$ cat src/rtl/master_bus_port.sv
// master_bus_port: per-master burst sequencer between core and bus controller.
// Define MBP_ACK_TIMEOUT_EN to bound ACK_WAIT by ACK_TIMEOUT cycles (status 10).
module master_bus_port #(
  parameter int LEN_W = 8,
  parameter int ACK_TIMEOUT = 100
) (
  input  logic             clk,
  input  logic             rstN,
  input  logic             start,
  input  logic [1:0]       slave_sel,
  input  logic [LEN_W-1:0] burst_len,
  output logic             busy,
  output logic             core_done,
  output logic [1:0]       status,
  input  logic             slave_ack,
  input  logic             slave_nak,
  input  logic             beat_fire,
  output logic             last,
  output logic             hold,
  output logic [1:0]       id,
  output logic [1:0]       com_state,
  output logic             done,
  input  logic [1:0]       cmd
);
  typedef enum logic [2:0] {IDLE, REQ, ACK_WAIT, COM, SUSP, END, NAK} state_t;
  localparam logic [1:0] WAIT = 2'b00, STOP_S = 2'b01, STOP_P = 2'b10, CLEAR = 2'b11;
  state_t state, state_n;
  logic [LEN_W-1:0] remaining, rem_n;
  logic [1:0] id_n, res, res_n, status_n;
  logic core_done_n, to_hit;
`ifdef MBP_ACK_TIMEOUT_EN
  localparam int TW = (ACK_TIMEOUT > 1) ? $clog2(ACK_TIMEOUT) : 1;
  logic [TW-1:0] cnt;
  always_ff @(posedge clk or negedge rstN)
    if (!rstN) cnt <= '0;
    else cnt <= (state == ACK_WAIT) ? cnt + 1'b1 : '0;
  assign to_hit = (state == ACK_WAIT) && (cnt == TW'(ACK_TIMEOUT - 1));
`else
  assign to_hit = 1'b0 && (ACK_TIMEOUT > 0);
`endif
  // res holds the pending outcome; status only changes together with core_done
  always_comb begin
    state_n = state;
    id_n = id;
    rem_n = remaining;
    res_n = res;
    status_n = status;
    core_done_n = 1'b0;
    case (state)
      IDLE: if (start && slave_sel != 2'd0 && burst_len != '0) begin
        state_n = REQ;
        id_n = slave_sel;
        rem_n = burst_len;
      end
      REQ: if (cmd == CLEAR) begin
        state_n = ACK_WAIT;
        id_n = 2'd0;
      end
      ACK_WAIT:
        if (slave_nak) begin state_n = NAK; res_n = 2'b01; end
        else if (cmd == STOP_P) begin state_n = END; res_n = 2'b11; end
        else if (slave_ack) state_n = COM;
        else if (to_hit) begin state_n = NAK; res_n = 2'b10; end
      COM: begin
        if (beat_fire) rem_n = remaining - 1'b1;
        if (cmd == STOP_P) begin state_n = END; res_n = 2'b11; end
        else if (beat_fire && remaining == LEN_W'(1)) begin state_n = END; res_n = 2'b00; end
        else if (cmd == STOP_S) state_n = SUSP;
      end
      SUSP:
        if (cmd == CLEAR) state_n = COM;
        else if (cmd == STOP_P) begin state_n = END; res_n = 2'b11; end
      END, NAK: if (cmd == WAIT) begin
        state_n = IDLE;
        core_done_n = 1'b1;
        status_n = res;
      end
      default: state_n = IDLE;
    endcase
  end
  always_ff @(posedge clk or negedge rstN)
    if (!rstN) begin
      state <= IDLE;
      id <= 2'd0;
      remaining <= '0;
      res <= 2'b00;
      status <= 2'b00;
      core_done <= 1'b0;
    end else begin
      state <= state_n;
      id <= id_n;
      remaining <= rem_n;
      res <= res_n;
      status <= status_n;
      core_done <= core_done_n;
    end
  assign busy = state != IDLE;
  assign last = (state == COM) && (remaining == LEN_W'(1));
  assign hold = state == SUSP;
  assign done = (state == END) || (state == NAK);
  assign com_state = (state == ACK_WAIT) ? 2'b10 :
                     (state == COM || state == SUSP) ? 2'b11 :
                     (state == NAK) ? 2'b01 : 2'b00;
endmodule

$ cat config.mk
export PLATFORM = sky130hd
export DESIGN_NAME = master_bus_port
export DESIGN_NICKNAME = d
export VERILOG_FILES = /design/src/rtl/master_bus_port.sv
export SDC_FILE = /design/constraint.sdc
export NUM_CORES = 1
export LEC_CHECK = 0
export CAP_MARGIN = 20
export CORE_AREA = 2 2 54 56
export DETAILED_ROUTE_END_ITERATION = 8
export DIE_AREA = 0 0 56 58
export GPL_ROUTABILITY_DRIVEN = 0
export PLACE_DENSITY = 0.8
export SLEW_MARGIN = 40
export SYNTH_ARGS = -nofsm -noshare
export SYNTH_HDL_FRONTEND = slang
export SYNTH_SLANG_ARGS = --single-unit
$ cat constraint.sdc
create_clock -name clk -period 2.7 [get_ports clk]
set_input_delay 0.405 -clock clk [delete_from_list [all_inputs] [get_ports clk]]
set_output_delay 0.405 -clock clk [all_outputs]
set_load 0.02 [all_outputs]
### Yosys cells after proc, flatten, opt, wreduce, memory -nomap -nowiden

Index checks and enable logic that the tools add are counted.

| word-level totals | value |
|---|---|
| output and inout bits | 11 |
| input bits | 18 |
| logic and storage cells | 75 |
| register bits after elaboration | 18 |

| cells by class | value |
|---|---|
| equality and inequality tests | 19 |
| reductions and logical operators | 20 |
| $add $sub $neg | 1 |
| muxes and demuxes | 29 |

Operators by type and width:

| cell | number |
|---|---|
| 2-to-1 mux 3 bit | 11 |
| 2-to-1 mux 2 bit | 9 |
| one-hot mux 3 bit (6 select lines) | 1 |
| 2-to-1 mux 8 bit | 2 |
| one-hot mux 8 bit (2 select lines) | 1 |
| inequality test 2 bit, second input constant | 5 |
| equality test 3 bit, second input constant | 3 |
| AND reduction 3 bit | 3 |
| equality test 8 x 1 -> 1 bit, second input constant | 1 |
| inequality test 4 bit, second input constant | 2 |
| nonzero test 8 bit | 1 |
| subtractor 8 x 1 -> 8 bit, second input constant | 1 |
| equality test 3 x 2 -> 1 bit, second input constant | 2 |
| one-hot mux 2 bit (3 select lines) | 1 |
| AND reduction 6 bit | 1 |
| nonzero test 2 bit | 3 |
| nonzero test 3 bit | 2 |
| equality test 2 bit, second input constant | 2 |
| logical AND 1 bit | 4 |
| one-hot mux 2 bit (2 select lines) | 1 |
| equality test 3 x 1 -> 1 bit, second input constant | 1 |
| logical NOT 3 bit | 1 |
| 2-to-1 mux 1 bit | 3 |
| inequality test 3 x 1 -> 1 bit, second input constant | 1 |
| other kinds (6) | 7 |

### Longest topological paths before layout

| logic depth | value |
|---|---|
| depth in word-level cells | 5 |
| depth in mapped cells | 8 |

### Worst setup path after synthesis

No wires, ideal clock.

| timing path | value |
|---|---|
| path type | reg-to-reg |
| start | register remaining[0] |
| end | register state[2] |
| setup time | 0.125 ns |
| stages on the path, launching flop included | 7 |
| setup slack | 0.736 ns |
| data arrival time | 1.839 ns |
| buffers on the path | 0 |
| cells stage by stage | dfrtp_1 ha_1 nor2b_1 and4_1 or4_1 nand3_1 mux2_2 |

| on the way | value |
|---|---|
| word-level cells in the longest chain between the ends | 5 |
| elaborated cells between the ends (all ways) | 7 |
| classes of those cells | 2 x eq/ne; 3 x mux; 2 x reduce/logical |

RTL lines:

| what | line | RTL |
|---|---|---|
| start, declared | 28 | `logic [LEN_W-1:0] remaining, rem_n;` |
| start signal, assigned | 92 | `remaining <= rem_n;` |
| equality test 8 x 1 -> 1 bit (*) | 67 | `else if (beat_fire && remaining == LEN_W'(1)) begin state_n = END; res_n = 2'b00; end` |
| logical AND 1 bit (*) | 67 |  |
| 2-to-1 mux 3 bit | 67 |  |
| 2-to-1 mux 3 bit | 66 | `if (cmd == STOP_P) begin state_n = END; res_n = 2'b11; end` |
| one-hot mux 3 bit (6 select lines) | 49 | `case (state)` |
| end signal, assigned | 90 | `state <= state_n;` |
| end, declared | 27 | `state_t state, state_n;` |

Every way passes the cells marked *; elsewhere a longest branch is shown, timed or not.
A chain may end at the register's enable or synchronous reset.

### Worst setup path in the final report

| timing path | value |
|---|---|
| start | register remaining[4] |
| end | output last |

| on the way | value |
|---|---|
| word-level cells in the longest chain between the ends | 2 |

RTL lines:

| what | line | RTL |
|---|---|---|
| equality test 8 x 1 -> 1 bit | 98 | `assign last = (state == COM) && (remaining == LEN_W'(1));` |
| logical AND 1 bit | 98 |  |
| end, declared | 18 | `output logic last,` |

No other way between the ends.

==> metrics.md <==
| Metric | Value |
|---|---|
| Fraction of registers with async set/reset | 1.00 |
| Slowest cell on crit path | clkdlybuf4s50_1 |
| Worst min path class | input pin to asynchronous set/reset pin |
| Max Buffers Root-to-Sink | 2 |
| Post-Route WL | approximately 3100 um |
| Relative slew slack | 0.688 |
| Dpl hpwl | around 2300 um |
| Initial antenna violation count | 0 |
| Crit path buffers/inverters | 1 |
| Vias/cell | just under 6 |
| Placed insts | about 210 |
| WP data required | between 2 and 2.5 ns |
| PostCTS Resize Cnt | 0 |
| Final clock period utilization by the worst path | 0.944 |
| Root Buffer | clkbuf_4 |
| Layout Cells excl Fill | 210 |
| PD cells | around 1100 nW/um^2 |
| DRT Pass-1 Iters | 5 |
| Register area share after synthesis | 0.355 |
| Most frequent cells in the layout | 27 x clkdlybuf4s50_1, 21 x nor2_1, 18 x nand2_1, 18 x dfrtp_1, 11 x o21ai_0 |
| Final instance area | 1570 um^2 |
| Layout area overhead | 23.9% |
| Worst Path Arrival | roughly 2.1 ns |
| Worst path top cell family by delay | simple AND/OR/NAND/NOR gates |
| Nets | 200 |
| Tmin final | 2.55 ns |
| Startpoint Class | flip-flop |
| Setup bufs post-CTS | 0 |
| Crit path max fanout | 5 |
| PortBufs | 28 |
| Total of max-cap violations | 0 |
| # setup viols final | 0 |
| Final ANT Viol Nets | 0 |
| CTS tree | done |
| Share of cells above drive strength 1 | 0.0782 |
| IO Count | 29 |
| Library cells used by synthesis | 39 |
| Avg Inst Size Synth | between 8 and 9 um^2 |
| Vias in the first global route | about 1200 |
| Worst Setup End Kind | output pin |
| Mapped Cells | 152 |
| Most used DFF post-synth | dfrtp_1 |
| Mapped Nets | 172 |
| Die Span X | between 50 and 60 um |
| Most common cell after layout, fill and taps aside | clkdlybuf4s50_1 |
| CTS buffer count | 3 |
| Gr ovfl total | 0 |
| Die area | about 3200 um^2 |
| Worst Max-Slew Pin Slew | roughly 0.47 ns |
| FP Rows | 19 |
| EDFF count, synth | 0 |
| Post-Syn Area | 1270 um^2 |
| P_leak | 0.661 nW |
| Critical path class | flip-flop to output pin |
| H-Tree Depth | 1 |
| DRC viols | 0 |
| Clock Skew | ~0.0055 ns |
| Cell Area, Placed | roughly 1500 um^2 |
| Final setup TNS | 0 ns |
| Crit-path cells | nor3_1 > and2_1 > and3_1 > clkdlybuf4s50_1 |
| Status | completed |
| Antenna Cells | 0 |
| Core ar. | between 2000 and 3000 um^2 |
| Final design utilization | 0.591 |
| Clock transition at the registers of the reported paths | 0.11 ns |
| Ys Warns | 0 |
| Global-route wire length before repair | roughly 5300 um |
| Worst-skew pair later-pin latency | approximately 0.3 ns |
| Initial drt markers | 75 |
| Final Hold Fails | 0 |
| WL per Instance | about 15 um |
| Largest stage delay, worst path | 0.61 ns |
| Die Y-Extent | ~58 um |
| Max Freq | 392 MHz |
| Yosys reg bits | 18 |
| Largest net degree at the start of global routing | 19 |
| Worst vdd ir | around 0.00058 V |
| Initial Utilization | 0.477 |
| RSZ-0062 raised after global routing | no |
| Vias | around 1200 |
| Hold_buf cts | 0 |
| Final slew viol count | 0 |
| Total Routing Usage GR | 0.205 |
| TritonCTS Sinks | 18 |
report_power, final:
part	switching, W	total (W)	leakage (nW)	internal, W
Clock	0.0000896	0.000172	0.0210	0.0000824
Combinational	0.000526	0.000981	0.431	0.000455
Sequential	0.000164	0.000562	0.209	0.000398
Total	0.000779	0.00171	0.661	0.000935
per-layer routing:
layer | vias to the layer above | wire [um] | global-route usage
met1 | 593 | 1400 | 0.269
met5 | - | 0 | 0
met2 | 44 | 1470 | 0.334
met3 | 6 | 210 | 0.0446
met4 | 0 | 46 | 0.0782
li1 | 604 | - | -
kinds of logic (layout without fill, tap and decap cells):
family                   after synthesis  in the layout  synth area share
multiplexers                           2              2            0.0177
adder cells (fa/ha/maj)                2              2            0.0197
flip-flops                            18             18             0.355
XOR/XNOR                               1              1           0.00690
AO/OA/AOI/OAI                         46             46             0.268
AND/OR/NAND/NOR                       67             67             0.258
buffers and inverters                 16             43            0.0749
worst reg2reg max path, cell delays in order (launching register included):
cell	delay, ns
dfrtp_1	0.39
inv_1	0.09
ha_1	0.18
nor2b_1	0.14
and4_1	0.25
or4_1	0.56
nand3_1	0.12
mux2_2	0.33
synthesized netlist by cell type, types with 3 or more instances:
| cell type | n | share of area |
|---|---|---|
| nor2_1 | 21 | 0.062 |
| dfrtp_1 | 18 | 0.35 |
| nand2_1 | 18 | 0.053 |
| o21ai_0 | 11 | 0.043 |
| inv_1 | 9 | 0.027 |
| a21oi_1 | 8 | 0.032 |
| nor3_1 | 6 | 0.024 |
| o22a_1 | 6 | 0.041 |
| a31oi_1 | 5 | 0.025 |
| nand2b_1 | 5 | 0.025 |
| nor2b_1 | 5 | 0.025 |
| a22oi_1 | 3 | 0.018 |
| clkbuf_1 | 3 | 0.0089 |
path summary, 6_finish.rpt:
| path | start | end | slack [ns] | cells past startpoint |
|---|---|---|---|---|
| worst max register to register | remaining[1] | state[2] | 0.54 | 7 |
| min in group clk | status[0] | status[0] | 0.49 | 2 |
| worst min-delay path | rstN | remaining[3] | 0.02 | 1 |
| max in group asynchronous | rstN | state[0] | 2.40 | 1 |
| worst min register to register | status[0] | status[0] | 0.49 | 2 |
| worst max-delay path | remaining[4] | last | 0.15 | 4 |
sequential cells by signal, indices dropped and copies added (netlist names):
signal / count
id: 2
remaining: 8
res: 2
state: 3
status: 2
core_done: 1
per-stage QoR:
| stage | hold WS [ns] | total power (W) | setup slack [ns] |
|---|---|---|---|
| after floorplan | 0.109 | 0.00125 | 0.736 |
| after global placement | 0.454 | 0.00150 | 0.339 |
| after global routing | 0.0277 | 0.00185 | 0.0962 |
| final | 0.0153 | 0.00171 | 0.150 |
| after detailed placement | 0.470 | 0.00153 | 0.287 |
| after CTS | 0.496 | 0.00171 | 0.206 |
cell type report:
| cell class | count | area [um^2] |
|---|---|---|
| fill | 250 | 1090 |
| inverter | 9 | 33.8 |
| sequential | 18 | 450 |
| timing repair buffer | 30 | 290 |
| tap | 31 | 38.8 |
| multi-input combinational | 118 | 724 |
| clock buffer | 4 | 36.3 |
No activity file was read; power rests on OpenSTA's default activity.
